`config.mk`:
```
export PLATFORM = sky130hd
export DESIGN_NAME = mul_sequencer
export DESIGN_NICKNAME = d
export VERILOG_FILES = /design/src/rtl/alu_pkg.sv /design/src/rtl/mul_step.sv /design/src/rtl/mul_sequencer.sv
export SDC_FILE = /design/constraint.sdc
export NUM_CORES = 1
export LEC_CHECK = 0
export ABC_AREA = 1
export BUFFER_PORTS_ARGS = -buffer_cell sky130_fd_sc_hd__buf_2
export CAP_MARGIN = 15
export CORE_MARGIN = 10
export CORE_UTILIZATION = 37
export CTS_BUF_LIST = sky130_fd_sc_hd__clkbuf_8 sky130_fd_sc_hd__clkbuf_16
export DETAILED_ROUTE_END_ITERATION = 8
export GPL_ROUTABILITY_DRIVEN = 0
export HOLD_SLACK_MARGIN = 0.12
export PLACE_DENSITY_LB_ADDON = 0.1
export SYNTH_ARGS = -nofsm -noshare
export SYNTH_HDL_FRONTEND = slang
export SYNTH_SLANG_ARGS = --single-unit
```
`constraint.sdc`:
```
create_clock -name clk_i -period 4.7 [get_ports clk_i]
set_clock_uncertainty 0.15 [all_clocks]
set_input_delay 0.235 -clock clk_i [delete_from_list [all_inputs] [get_ports clk_i]]
set_output_delay 0.235 -clock clk_i [all_outputs]
set_load 0.05 [all_outputs]
```
`src/rtl/alu_pkg.sv`:
```
// Shared ALU definitions: ALUCtrl opcodes and multiply-sequencer state codes.
// Consumed by ALU_Control, ALU and mul_sequencer.
package alu_pkg;

    localparam logic [2:0] ALU_AND = 3'b000;
    localparam logic [2:0] ALU_OR  = 3'b001;
    localparam logic [2:0] ALU_ADD = 3'b010;
    localparam logic [2:0] ALU_MUL = 3'b011;
    localparam logic [2:0] ALU_SUB = 3'b110;

    typedef enum logic [1:0] {
        MS_IDLE = 2'd0,
        MS_RUN  = 2'd1,
        MS_DONE = 2'd2
    } ms_state_e;

endpackage

```
`src/rtl/mul_step.sv`:
```
// One shift-add iteration: retires BPC multiplier bits into the accumulator.
// Purely combinational; everything is modulo 2^WIDTH.
module mul_step #(
    parameter int WIDTH = 32,
    parameter int BPC   = 1
) (
    input  logic [WIDTH-1:0] acc,
    input  logic [WIDTH-1:0] mcand,
    input  logic [WIDTH-1:0] mplier,
    output logic [WIDTH-1:0] acc_nxt,
    output logic [WIDTH-1:0] mcand_nxt,
    output logic [WIDTH-1:0] mplier_nxt
);

    // part[i] = acc plus the partial products of multiplier bits below i
    logic [BPC:0][WIDTH-1:0] part;

    assign part[0] = acc;

    for (genvar i = 0; i < BPC; i++) begin : g_bit
        assign part[i+1] = part[i] + (mplier[i] ? (mcand << i) : '0);
    end

    assign acc_nxt    = part[BPC];
    assign mcand_nxt  = mcand << BPC;
    assign mplier_nxt = mplier >> BPC;

endmodule

```
`src/rtl/mul_sequencer.sv`:
```
// EX-stage multi-cycle multiply controller: stalls the front end while an
// iterative shift-add runs, then presents the product for one done_o cycle.
module mul_sequencer
    import alu_pkg::*;
#(
    parameter int WIDTH     = 32,
    parameter int BPC       = 1,     // 1, 2 or 4; must divide WIDTH
    parameter bit EARLY_OUT = 1'b0
) (
    input  logic             clk_i,
    input  logic             rst_i,
    input  logic             valid_i,
    input  logic [2:0]       ALUCtrl_i,
    input  logic             flush_i,
    input  logic [WIDTH-1:0] data1_i,
    input  logic [WIDTH-1:0] data2_i,
    output logic             stall_o,
    output logic             done_o,
    output logic [WIDTH-1:0] data_o,
    output logic             Zero_o
);

    localparam int STEPS = WIDTH / BPC;
    localparam int CW    = $clog2(STEPS + 1);
    localparam logic [CW-1:0] LAST = CW'(STEPS - 1);

    ms_state_e        state, state_nxt;
    logic [CW-1:0]    count;
    logic [WIDTH-1:0] acc, mcand, mplier;
    logic [WIDTH-1:0] acc_nxt, mcand_nxt, mplier_nxt;
    logic             start, last_step;

    assign start = valid_i && (ALUCtrl_i == ALU_MUL) && !flush_i;

    // Early-out looks at the multiplier after this step's shift.
    assign last_step = (count == LAST) || (EARLY_OUT && (mplier_nxt == '0));

    mul_step #(
        .WIDTH (WIDTH),
        .BPC   (BPC)
    ) u_step (
        .acc        (acc),
        .mcand      (mcand),
        .mplier     (mplier),
        .acc_nxt    (acc_nxt),
        .mcand_nxt  (mcand_nxt),
        .mplier_nxt (mplier_nxt)
    );

    always_comb begin
        state_nxt = state;
        stall_o   = 1'b0;
        unique case (state)
            MS_IDLE: begin
                stall_o = start;
                if (start) state_nxt = MS_RUN;
            end
            MS_RUN: begin
                stall_o = 1'b1;
                if (flush_i)        state_nxt = MS_IDLE;
                else if (last_step) state_nxt = MS_DONE;
            end
            MS_DONE: state_nxt = MS_IDLE;
            default: state_nxt = MS_IDLE;
        endcase
        if (rst_i) stall_o = 1'b0;
    end

    // A flush in DONE does not cancel the pulse: the result is already committed.
    assign done_o = (state == MS_DONE);

    always_ff @(posedge clk_i) begin
        if (rst_i) begin
            state  <= MS_IDLE;
            count  <= '0;
            acc    <= '0;
            mcand  <= '0;
            mplier <= '0;
            data_o <= '0;
            Zero_o <= 1'b1;
        end else begin
            state <= state_nxt;
            case (state)
                MS_IDLE: if (start) begin
                    mcand  <= data1_i;
                    mplier <= data2_i;
                    acc    <= '0;
                    count  <= '0;
                end
                MS_RUN: if (!flush_i) begin
                    acc    <= acc_nxt;
                    mcand  <= mcand_nxt;
                    mplier <= mplier_nxt;
                    count  <= count + CW'(1);
                    if (last_step) begin
                        data_o <= acc_nxt;
                        Zero_o <= (acc_nxt == '0);
                    end
                end
                default: ;
            endcase
        end
    end

endmodule

```
; Word-level counts from Yosys, hierarchy flattened
; Index checks and enable logic that the tools add are counted.
[op_classes]
reduce_logical = 9
n_bitwise = 1
n_mux = 19
eq_ne = 7
n_addsub = 2
[op_table]
columns = cell, n
row1 = 32-bit 2-to-1 mux, 7
row2 = 32-bit one-hot mux with 2 select lines, 3
row3 = 32-bit adder, 1
row4 = 32-bit zero test, 1
row5 = 6-bit 2-to-1 mux, 2
row6 = 6-bit one-hot mux with 2 select lines, 1
row7 = 6-bit by 1-bit adder with 6-bit output (second input constant), 1
row8 = 6-bit by 5-bit == test with 1-bit output (second input constant), 1
row9 = 2-bit 2-to-1 mux, 3
row10 = 3-bit AND reduction, 2
row11 = 2-bit != test (second input constant), 2
row12 = 2-bit one-hot mux with 2 select lines, 1
row13 = 3-bit by 2-bit == test with 1-bit output (second input constant), 1
row14 = 3-bit != test (second input constant), 1
row15 = 2-bit by 1-bit == test with 1-bit output (second input constant), 1
row16 = 2-bit == test (second input constant), 1
row17 = 1-bit logical AND, 2
row18 = 2-bit zero test, 1
row19 = 1-bit one-hot mux with 2 select lines, 1
row20 = 2-bit AND reduction, 1
row21 = 2-bit nonzero test, 1
row22 = 1-bit zero test, 1
row23 = 1-bit 2-to-1 mux, 1
row24 = 1-bit NOT, 1
[totals]
word_cells = 45
ff_bits = 137
output_inout_bits = 35

; Logic depth before layout (Yosys ltp)
; Gate-level depths: netlist of the first run.
[depth]
depth_word = 5
mapped_depth = 22
mapped_depth_nobuf = 20

; Modules after synthesis
; From an unflattened synthesis of the first run, not the netlist that was laid out.
[hier_totals]
cells_unflattened = 1690
hier_area_um2 = 9464.1
[modules_own_cells]
columns = module, n_inst, seq_area_each_um2, area_per_inst_um2, cells_per_inst
row1 = mul_sequencer, 1, 2742.6, 6408.6, 1068
row2 = mul_step, 1, 0.0, 3055.4, 622

; Worst setup path after synthesis of the first run
; Ideal clock, no wire load.
[synth_path]
kind = register -> register
start = register mplier[0]
end = register Zero_o
path_buffers = 3
slack_ns = 2.219
path_stages_with_launch = 22
setup_time_ns = 0.060
arrival_ns = 2.272
required_ns = 4.490
path_cell_list = dfxtp_1 > clkbuf_1 > clkbuf_1 > nand2_1 > inv_1 > ha_1 > buf_2 > nand2_1 > nand2_1 > inv_1 > nand2_1 > nand2_1 > nand2_1 > nand2_1 > nand2_1 > xnor2_1 > nand2_1 > nor2_1 > nand2_1 > nor2_1 > nand2_1 > nand2_1
[synth_between]
elab_chain_len = 3
[synth_lines]
columns = item, line_no
row1 = from (decl), mul_sequencer.sv:29  ; logic [WIDTH-1:0] acc, mcand, mplier;
row2 = from (signal assigned), mul_sequencer.sv:86  ; mplier <= data2_i;
row3 = from (signal assigned), mul_sequencer.sv:93  ; mplier <= mplier_nxt;
row4 = 32-bit 2-to-1 mux, mul_step.sv:21  ; assign part[i+1] = part[i] + (mplier[i] ? (mcand << i) : '0);
row5 = 32-bit adder, mul_step.sv:21
row6 = 32-bit zero test, mul_sequencer.sv:97  ; Zero_o <= (acc_nxt == '0);
row7 = to (signal assigned), mul_sequencer.sv:97
row8 = to (decl), mul_sequencer.sv:20  ; output logic Zero_o
; No other way between the ends.
; A chain may end at the register's enable or synchronous reset.

; Final worst setup path of the first run
; Same ends and word-level chain as after synthesis.

==> results of run 1 <==
where the power goes:
part           leakage [µW]  internal, µW  switching (µW)
combinational       0.00386          79.3            72.6
clock              0.000278           705             621
sequential          0.00111          1180            13.7
total               0.00524          1960             708
worst max-delay path: cells and delay by family (launching register included):
family	cells	cell delay [ns]
flip-flops	1	0.89
buffers and inverters	3	0.49
adder cells (fa/ha/maj)	1	0.22
AND/OR/NAND/NOR	12	1.64
metrics by stage:
stage / power, µW / utilization [%]
3_3_place_gp: 1330 / 40.9
4_1_cts: 2700 / 46.6
6_report: 2670 / 46.6
3_5_place_dp: 1330 / 40.9
5_1_grt: 2760 / 46.6
2_1_floorplan: 1280 / -
final timing paths:
check                    startpoint               endpoint  cells after the start
max reg2reg  mplier[0]$_SDFFE_PP0P_    Zero_o$_SDFFE_PP1P_                     16
max          mplier[0]$_SDFFE_PP0P_    Zero_o$_SDFFE_PP1P_                     16
min                         valid_i  state[0]$_SDFFE_PP0P_                      5
min reg2reg     acc[3]$_SDFFE_PP0P_    acc[3]$_SDFFE_PP0P_                      2
metal layers:
layer	wire, µm	track usage, %
met1	12400	23.2
met2	12600	31.7
met3	1360	4.15
met4	379	4.43
met5	0	0
sequential cells by signal (all words and copies together) (netlist names):
register / flops
Zero_o: 1
acc: 32
count: 6
data_o: 32
mcand: 32
mplier: 32
state: 2
logic make-up (layout without fill, tap and decap cells):
| logic type | after synthesis | count (layout) | synth area share (%) |
|---|---|---|---|
| AOI/OAI and AO/OA | 229 | 229 | 15.4 |
| adders and majority gates | 33 | 33 | 5.15 |
| xor gates and xnor gates | 5 | 5 | 0.536 |
| and+or+nand+nor | 686 | 686 | 33.5 |
| buffers and inverters | 255 | 411 | 11.9 |
| DFF | 137 | 137 | 33.6 |
timing repair:
| item | 4_1_cts | 5_1_grt |
|---|---|---|
| hold buffers | 66 | 0 |
| hold endpoints to repair | 64 | 0 |
| endpoints found under the setup margin | 0 | 0 |
cell usage in the layout, fill, tap and decap left out, types with 11 or more instances in the layout:
master,synthesis,final
a21oi_1,57,57
a31oi_1,67,67
buf_2,10,105
buf_4,0,11
clkbuf_16,0,17
dfxtp_1,137,137
dlygate4sd3_1,0,66
ha_1,32,32
inv_1,191,190
nand2_1,509,509
nand3_1,57,57
nor2_1,94,94
o21ai_0,92,92
final cells by class:
class,instances,area (µm²),share of cell area [%]
inverter,197,741,7.31
clock inverter,15,150,1.48
multi-input combinational,953,4460,44.0
tap,280,350,3.46
timing repair buffer,182,1270,12.5
sequential,137,2740,27.1
clock buffer,17,425,4.20
==> summary.txt, run 1 <==
Synth
  – Post-Syn Nets: approximately 1400
  – Synth Area per Inst: about 6.1 µm²
  – Ys flop type: dfxtp_1
  – Flops & latches, synth: 137
  – Count leader, synth: nand2_1
  – Synth Instances: between 1000 and 1500
  – Largest area contributor in the netlist: dfxtp_1
  – Synth top area share: between 30% and 40%
  – Sequential share of the synthesized area: 33.6%
  – Top post-synthesis cells by area: dfxtp_1 34%, nand2_1 23%, inv_1 8.8%, o21ai_0 5.6%, a31oi_1 5.1%
  – Commonest cells in the netlist: 509 x nand2_1, 191 x inv_1, 137 x dfxtp_1
  – Post-synth EDFFs: 0
  – Ys async rst share: 0%
  – Synth unique cells: 30
  – Post-Syn Area: approximately 8200 µm²
  – Yosys warnings: 0

Floorplanning
  – Row count: between 50 and 60
  – Effective utilization at floorplan: approximately 38%
  – Core Box Area: ~22000 µm²
  – Area of the die: between 20000 and 30000 µm²
  – Die Wd: around 170 µm
  – DIE HEIGHT: ~170 µm
  – Ports: 106

Min path
  – Worst Hold Class: in -> reg

Placed design
  – Post-Place Cells: 1683
  – DP HPWL: about 20000 µm
  – DP Worst Slack: roughly 1.3 ns
  – I/O Buffers: between 100 and 150
  – Placed Area: about 9000 µm²

Critical path
  – Crit-path max FO: 21
  – Setup slack, reg-to-reg: approximately 1.3 ns
  – Worst path arrival time: around 3.7 ns
  – Cell Chain, Critical Path: buf_4, nand2_1, inv_1, ha_1, nand2_1, nor2_1, inv_1, nor3_1, nand3_1, nand3_1, nand2_1, nor2_1, nand2_1, nor2_1, nand2_1, nand2_1
  – Slowest cell on crit path: dfxtp_1
  – CP Launch Type: flip-flop
  – Most frequent CP cell: nand2_1
  – CP required: slightly below 5 ns
  – Crit. End Element: flip-flop
  – CP peak stage delay: 0.89 ns
  – CP Class: reg -> reg

GRT
  – Total GRT Usage: between 10% and 20%
  – Antenna violations before repair: 0
  – Vias in the first global route: ~8400
  – First-pass GRT wire length: approximately 43000 µm
  – Gr ovfl total: 0
  – Largest net degree at the start of global routing: 85

CTS
  – CTS root buffer: clkbuf_16
  – Post-CTS Setup Bufs: 0
  – Number of CTS-inserted buffers: 17
  – Post-cts sizing count: 0
  – Clock-pin slew on the worst setup and hold paths: 0.07 ns
  – Htree depth: 4
  – Clk Latency, worst-skew pair: around 0.43 ns
  – CTS Sinks: between 100 and 150
  – Clock Path Buffers: 2
  – TritonCTS clock tree: done

STA
  – Unrepaired setup endpoints after global routing: false
  – Fin. Hold Viols: 0
  – Endpoints failing setup: 0
  – Worst setup margin: 1.26 ns
  – Rel. slew slack: a little over two fifths
  – Final Critical Period: around 3.4 ns
  – Worst slew pin tran: just under 0.9 ns
  – Worst hold margin: approximately 0.17 ns
  – Final period utilization: approximately three quarters
  – Final Max Tran Viols: 0
  – Setup TNS: 0 ns
  – Max Freq: 291 MHz

Job
  – Max cap viols: 0

Drt
  – Detailed Route Iter0 Violations: 503
  – DRT Pass-1 Iters: 5
  – Avg Vias per Cell: between 4 and 5
  – DRC: 0
  – Routed WL: between 20000 and 30000 µm
  – Via count: between 8000 and 9000
  – Avg WL per Cell: roughly 15 µm
  – Antenna Violating Nets Remaining: 0

Finish
  – Layout cells sized above 1: between 10% and 20%
  – Filler cell count: roughly 2300
  – Fin nets: around 1600
  – Inserted Diodes: 0
  – Cell Count, Final, Fillers Out: ~1800
  – Post-route cell area: between 10000 and 15000 µm²
  – Area growth from synthesis to layout: 24.1%

Status
  – Status: completed

Power
  – Peak VDD IR: roughly 0.00022 V
  – PwrDens: around 260 nW/µm²
  – Cell leakage power: 0.00524 µW
No activity file was read; power rests on OpenSTA's default activity.
==> inputs of run 2 (changes only) <==
--- a/config.mk
+++ b/config.mk
@@ -5,7 +5,7 @@
 export SDC_FILE = /design/constraint.sdc
 export NUM_CORES = 1
 export LEC_CHECK = 0
-export ABC_AREA = 1
+export ABC_AREA = 0
 export BUFFER_PORTS_ARGS = -buffer_cell sky130_fd_sc_hd__buf_2
 export CAP_MARGIN = 15
 export CORE_MARGIN = 10
==> constraint.sdc (replaced) <==
create_clock -name clk_i -period 2.8 [get_ports clk_i]
set_clock_uncertainty 0.15 [all_clocks]
set_input_delay 0.14 -clock clk_i [delete_from_list [all_inputs] [get_ports clk_i]]
set_output_delay 0.14 -clock clk_i [all_outputs]
set_load 0.05 [all_outputs]
==> run 2 against run 1 <==
- the run now ends with setup timing left
- worst hold slack improved by 0.015 ns
- non-clock buffer count increased by 160
- register-to-register slack got worse by 1.6 ns
- count of clock-buffer cells in the layout increased by 1
- clock power increased by 68%
- sequential cell count unchanged
- sequential power increased by 67%
- total power increased by 69%
- area after synthesis decreased by 6.9%
- via count decreased by 4.7%
- routed wire length decreased by 3.2%
- first-iteration DRC count increased by 1.2%
- critical endpoint unchanged
==> summary.txt, run 2 <==
Status
  – Status: finished, violations left
  – Failing checks: setup timing

GRT
  – Total GRT Usage: 19.1% (+0.55 points)
  – Vias in the first global route: 8161 (-2.9%)
  – Gr ovfl total: 0 (unchanged)
  – First-pass GRT wire length: 42100 µm (-2.5%)
  – Largest net degree at the start of global routing: 63 (-26%)
  – Antenna violations before repair: 0 (unchanged)

Synth
  – Sequential share of the synthesized area: 36.0% (+2.5 points)
  – Post-synth EDFFs: 0 (unchanged)
  – Commonest cells in the netlist: 229 x nand2_1, 137 x dfxtp_1, 110 x nor2_1
  – Synth Instances: 1018 (-24%)
  – Count leader, synth: nand2_1
  – Synth unique cells: 65 (+120%)
  – Post-Syn Area: 7610 µm² (-6.9%)
  – Synth Area per Inst: 7.47 µm² (+23%)
  – Ys flop type: dfxtp_1
  – Ys async rst share: 0% (unchanged)
  – Flops & latches, synth: 137 (unchanged)
  – Synth top area share: 36.0% (+2.5 points)
  – Top post-synthesis cells by area: dfxtp_1 36%, nand2_1 11%, a311oi_1 7.1%, a21oi_1 5.5%, nor2_1 5.4%
  – Post-Syn Nets: 1122 (-23%)
  – Largest area contributor in the netlist: dfxtp_1
  – Yosys warnings: 0 (unchanged)

Floorplanning
  – Core Box Area: 20200 µm² (-7.0%)
  – Die Wd: 163 µm (-3.1%)
  – DIE HEIGHT: 163 µm (-3.1%)
  – Ports: 106 (unchanged)
  – Effective utilization at floorplan: 37.6% (+0.047 points)
  – Area of the die: 26700 µm² (-6.1%)
  – Row count: 52 (-3.7%)

STA
  – Unrepaired setup endpoints after global routing: true
  – Rel. slew slack: 39.1% (-2.7 points)
  – Endpoints failing setup: 28 (+28)
  – Worst setup margin: -0.376 ns (-1.64 ns)
  – Max Freq: 315 MHz (+8.3%)
  – Fin. Hold Viols: 0 (unchanged)
  – Final Max Tran Viols: 0 (unchanged)
  – Final Critical Period: 3.18 ns (-0.262 ns)
  – Final period utilization: 113% (+40 points)
  – Worst slew pin tran: 0.910 ns (+0.0378 ns)

Finish
  – Most frequent cells in the layout: 217 x nand2_1, 158 x buf_4, 134 x dfxtp_1
  – Post-route cell area: 11600 µm² (+15%)
  – Area growth from synthesis to layout: 52.7%
  – Filler cell count: 1828 (-21%)
  – Fin nets: 1407 (-12%)
  – Most common cell after layout, fill and taps aside: nand2_1
  – End-of-flow core utilization: 57.4% (+11 points)
  – Inserted Diodes: 0 (unchanged)
  – Layout cells sized above 1: 32.6% (+22 points)

CTS
  – Htree depth: 4 (unchanged)
  – TritonCTS clock tree: done
  – CTS root buffer: clkbuf_16
  – Clk Latency, worst-skew pair: 0.42 ns (about the same)
  – Clock Path Buffers: 2 (unchanged)
  – Clock-pin slew on the worst setup and hold paths: 0.06 ns (about the same)
  – CTS Sinks: 137 (unchanged)
  – Number of CTS-inserted buffers: 17 (unchanged)

Drt
  – Routed WL: 25900 µm (-3.2%)
  – Antenna Violating Nets Remaining: 0 (unchanged)
  – Detailed Route Iter0 Violations: 509 (+1.2%)
  – DRT Pass-1 Iters: 5 (unchanged)
  – DRC: 0 (unchanged)
  – Avg Vias per Cell: 5.25 (+7.1%)
  – Via count: 8317 (-4.7%)
  – Avg WL per Cell: 16.3 µm (+8.7%)

Critical path
  – CP delay by family, top: compound AO/OA/AOI/OAI gates
  – CP peak stage delay: 0.36 ns (-0.53 ns)
  – CP Launch Type: flip-flop
  – WP buf/inv: 1 (-2)
  – Slowest cell on crit path: fa_2
  – Cell Chain, Critical Path: and2_4, ha_4, fa_2, a21o_1, a221o_1, a221oi_2, buf_4, o211a_4, o21ba_4, o2111ai_1, nor4b_2, nand4_1, o21ai_1
  – Crit-path max FO: 3 (-86%)
  – Worst path arrival time: 3.38 ns (-0.28 ns)
  – Crit. End Element: flip-flop
  – CP required: 3.00 ns (-1.93 ns)
  – CP Class: reg -> reg

Placed design
  – DP HPWL: 18300 µm (-7.6%)
  – Placed Area: 9580 µm² (+7.6%)
  – DP Worst Slack: -0.482 ns (-1.78 ns)
  – I/O Buffers: 105 (unchanged)

Power
  – Clock Power Share: 49.3% (-0.4 points)
  – Pint: 3530 µW (+80%)
  – PwrDens: 389 nW/µm² (+48%)
  – Cell leakage power: 0.00483 µW (-7.9%)
  – Peak VDD IR: 0.000357 V (+63%)
  – Logic pwr share: 6.6% (+0.9 points)
  – Sw Ratio: 21.9% (-4.6 points)
  – Sw Pwr: 991 µW (+40%)
  – Total power: 4520 µW (+69%)
  – Seq pwr share: 44.1% (-0.5 points)

Job
  – Max cap viols: 0 (unchanged)

Min path
  – Worst Hold Class: in -> reg
## run 2: metrics by stage
step | setup TNS [ns] | std cells | hold WS (ns)
finish | -4.83 | 1585 | 0.183
detailed placement | -7.59 | 1479 | 0.264
floorplan | -0.571 | 1018 | 0.126
CTS | -3.88 | 1581 | 0.172
global placement | -6.98 | 1479 | 0.261
global route | -8.49 | 1585 | 0.216
## run 2: cell families (layout without fill, tap and decap cells)
family,count (synthesis),in the layout,share of synthesized area [%]
muxes,1,1,0.148
adders and majority gates,33,33,5.53
AOI/OAI and AO/OA,248,248,22.6
DFF,137,137,36.0
xor gates and xnor gates,19,19,2.19
buffers and inverters,83,380,4.21
and+or+nand+nor,497,497,29.3
## run 2: layout make-up
class	instances	area [µm²]	area share (%)
clock inverter	13	139	1.20
tap	270	338	2.91
timing repair buffer	342	2570	22.1
clock buffer	18	439	3.78
inverter	7	26.3	0.226
sequential	137	2750	23.6
multi-input combinational	798	5360	46.1
## run 2: path summary, 6_finish.rpt
kind | end | start | slack [ns] | cells after the start
hold reg to reg | data_o[6]$_SDFFE_PP0P_ | data_o[6]$_SDFFE_PP0P_ | 0.30 | 2
hold / removal | count[3]$_SDFFE_PP0P_ | flush_i | 0.18 | 5
setup / recovery | Zero_o$_SDFFE_PP1P_ | mcand[0]$_SDFFE_PP0P_ | -0.38 | 13
setup reg to reg | Zero_o$_SDFFE_PP1P_ | mcand[0]$_SDFFE_PP0P_ | -0.38 | 13
## run 2: timing repair
item	CTS	global route
gates resized for setup	99	44
hold buffers	65	0
setup endpoints to repair	36	41
hold endpoints to repair	74	0
setup buffers	6	5
pin swaps	37	14
## run 2: power groups by stage
stage / logic [µW] / registers [µW] / clock network [µW]
4_1_cts: 294 / 1990 / 2280
6_report: 297 / 1990 / 2230
3_5_place_dp: 222 / 2040 / 0
5_1_grt: 332 / 2000 / 2360
2_1_floorplan: 115 / 2030 / 0
3_3_place_gp: 221 / 2030 / 0
## run 2: worst min-delay path: cells and delay by family
family / cells / cell delay (ns)
simple gates: 2 / 0.19
buf+inv: 3 / 0.37
## run 2: routing by layer
metal	vias to the layer above	part of all wire, %	global-route usage, %	routed length, µm
met4	0	1.3	5.16	348
met2	225	43	28.9	11200
li1	4197	-	-	-
met1	3871	50	26.9	12800
met5	-	0	0	0
met3	24	5.7	3.93	1480
==> inputs of run 3 (changes only) <==
--- a/config.mk
+++ b/config.mk
@@ -13,7 +13,6 @@
 export CTS_BUF_LIST = sky130_fd_sc_hd__clkbuf_8 sky130_fd_sc_hd__clkbuf_16
 export DETAILED_ROUTE_END_ITERATION = 8
 export GPL_ROUTABILITY_DRIVEN = 0
-export HOLD_SLACK_MARGIN = 0.12
 export PLACE_DENSITY_LB_ADDON = 0.1
 export SYNTH_ARGS = -nofsm -noshare
 export SYNTH_HDL_FRONTEND = slang
==> constraint.sdc (replaced) <==
create_clock -name clk_i -period 3.8 [get_ports clk_i]
set_clock_uncertainty 0.15 [all_clocks]
set_input_delay 0.19 -clock clk_i [delete_from_list [all_inputs] [get_ports clk_i]]
set_output_delay 0.19 -clock clk_i [all_outputs]
set_load 0.05 [all_outputs]
==> run 3 against run 2 <==
- the run now ends clean
- count of clock-buffer cells in the layout decreased by 1
- cell count decreased by 8.1%
- sequential share of layout area increased by 4.5 points
- highest routed layer unchanged
- worst hold slack got worse by 0.061 ns
- critical path type unchanged
==> summary.txt, run 3 (synthesis results as in run 2) <==
Status
  – Status: completed

Critical path
  – CP Class: reg -> reg
  – Slowest cell on crit path: fa_1
  – Crit. End Element: flip-flop
  – Cell Chain, Critical Path: and2_1, ha_1, fa_1, a21o_1, a221o_1, a221oi_2, buf_4, o21bai_1, xor2_1, nand2b_1, a2111oi_0, nand4_1, o21ai_1
  – CP peak stage delay: 0.40 ns (+0.04 ns)
  – WP buf/inv: 1 (unchanged)
  – CP required: 4.02 ns (+1.02 ns)
  – Crit-path max FO: 11 (+8)
  – CP delay by family, top: compound AO/OA/AOI/OAI gates
  – Worst path arrival time: 3.71 ns (+0.33 ns)
  – CP Launch Type: flip-flop

GRT
  – First-pass GRT wire length: 38900 µm (-7.7%)
  – Total GRT Usage: 17.9% (-1.2 points)
  – Vias in the first global route: 7434 (-8.9%)
  – Antenna violations before repair: 0 (unchanged)
  – Largest net degree at the start of global routing: 75 (+19%)
  – Gr ovfl total: 0 (unchanged)

STA
  – Final Critical Period: 3.49 ns (+0.314 ns)
  – Setup TNS: 0 ns (+4.83 ns)
  – Final Max Tran Viols: 0 (unchanged)
  – Max Freq: 287 MHz (-9.0%)
  – Worst slew pin tran: 0.944 ns (+0.0336 ns)
  – Rel. slew slack: 36.3% (-2.8 points)
  – Endpoints failing setup: 0 (-100%)
  – Fin. Hold Viols: 0 (unchanged)
  – Final period utilization: 91.9% (-22 points)
  – Unrepaired setup endpoints after global routing: false

CTS
  – Clock Path Buffers: 2 (unchanged)
  – Post-CTS Setup Bufs: 0 (-6)
  – CTS root buffer: clkbuf_16
  – Number of CTS-inserted buffers: 17 (unchanged)
  – Htree depth: 4 (unchanged)
  – Clock-pin slew on the worst setup and hold paths: 0.06 ns (about the same)
  – Clk Latency, worst-skew pair: 0.44 ns (+0.02 ns)
  – CTS Sinks: 137 (unchanged)
  – TritonCTS clock tree: done

Placed design
  – Placed Area: 8510 µm² (-11%)
  – DP HPWL: 16700 µm (-8.7%)
  – I/O Buffers: 105 (unchanged)
  – Post-Place Cells: 1358 (-8.2%)

Floorplanning
  – Core Box Area: 20200 µm² (unchanged)
  – Effective utilization at floorplan: 37.6% (unchanged)
  – Row count: 52 (unchanged)
  – Die Wd: 163 µm (unchanged)
  – DIE HEIGHT: 163 µm (unchanged)
  – Area of the die: 26700 µm² (unchanged)
  – Ports: 106 (unchanged)

Min path
  – Worst Hold Class: in -> reg

Power
  – PwrDens: 337 nW/µm² (-13%)
  – Logic pwr share: 5.9% (-0.7 points)
  – Sw Pwr: 821 µW (-17%)
  – Pint: 2470 µW (-30%)
  – Clock Power Share: 49.4% (about the same)
  – Cell leakage power: 0.00394 µW (-18%)
  – Peak VDD IR: 0.000293 V (-18%)
  – Sw Ratio: 24.9% (+3.0 points)
  – Seq pwr share: 44.7% (+0.6 points)

Finish
  – Area growth from synthesis to layout: 28.3%
  – Cell Count, Final, Fillers Out: 1456 (-8.1%)
  – Inserted Diodes: 0 (unchanged)
  – Layout cells sized above 1: 16.4% (-16 points)
  – Post-route cell area: 9760 µm² (-16%)
  – Most common cell after layout, fill and taps aside: nand2_1
  – Most frequent cells in the layout: 228 x nand2_1, 136 x dfxtp_1, 108 x nor2_1
  – Fin nets: 1277 (-9.2%)

Drt
  – DRT Pass-1 Iters: 5 (unchanged)
  – Routed WL: 24000 µm (-7.2%)
  – Detailed Route Iter0 Violations: 445 (-13%)
  – Avg Vias per Cell: 5.30 (+0.97%)
  – Via count: 7714 (-7.3%)
  – Antenna Violating Nets Remaining: 0 (unchanged)
  – DRC: 0 (unchanged)
  – Avg WL per Cell: 16.5 µm (+1.1%)

Job
  – Max cap viols: 0 (unchanged)
-- run 3: worst reg2reg max path, delay by kind of cell (launching register included) --
kind,cells,cell delay (ns)
AO/OA/AOI/OAI,6,1.49
XOR/XNOR,1,0.17
adder cells (fa/ha/maj),2,0.60
buffers and inverters,1,0.18
flip-flops,1,0.37
AND/OR/NAND/NOR,3,0.47
-- run 3: power groups by stage --
stage / clock network, µW / logic (µW) / registers, µW
after floorplan: 0 / 83.5 / 1500
after global placement: 0 / 143 / 1500
after detailed placement: 0 / 144 / 1500
after CTS: 1660 / 195 / 1470
after global routing: 1720 / 217 / 1470
final: 1620 / 194 / 1470
-- run 3: what timing repair did --
action | 4_1_cts | 5_1_grt
resized for setup | 0 | 5
hold buffers | 66 | 0
endpoints found under the hold margin | 64 | 0
endpoints found under the setup margin | 0 | 3
-- run 3: path summary, 6_finish.rpt --
kind	start	end	slack, ns	depth (start not counted)
setup / recovery	mplier[0]$_SDFFE_PP0P_	Zero_o$_SDFFE_PP1P_	0.31	13
setup reg to reg	mplier[0]$_SDFFE_PP0P_	Zero_o$_SDFFE_PP1P_	0.31	13
hold / removal	flush_i	count[1]$_SDFFE_PP0P_	0.12	5
hold reg to reg	data_o[19]$_SDFFE_PP0P_	data_o[19]$_SDFFE_PP0P_	0.30	2
-- run 3: layout make-up --
| cell class | instances | area [µm²] |
|---|---|---|
| flip-flops and latches | 137 | 2740 |
| clock buffers | 17 | 425 |
| fillers | 2058 | 10500 |
| well taps | 270 | 338 |
| multi-input cells | 798 | 4590 |
| clock inverters | 15 | 145 |
| inverters | 7 | 26.3 |
| repair buffers | 212 | 1500 |
-- run 3: stage by stage --
step | hold WS, ns | utilization [%] | total power [µW] | setup WS, ns
6_report | 0.122 | 48.3 | 3290 | 0.310
5_1_grt | 0.168 | 48.3 | 3410 | 0.0700
4_1_cts | 0.114 | 48.1 | 3330 | 0.0708
3_5_place_dp | 0.295 | 42.1 | 1650 | 0.0669
3_3_place_gp | 0.290 | 42.1 | 1650 | 0.152
2_1_floorplan | 0.176 | - | 1580 | 0.419
-- run 3: per-layer routing --
metal	part of all wire, %	routed length [µm]	GRT usage (%)	up-vias
met5	0	0	0	-
met4	1.5	372	5.66	0
met3	3.6	858	3.95	31
met2	47	11300	28.9	133
met1	48	11500	23.1	3595
li1	-	-	-	3955
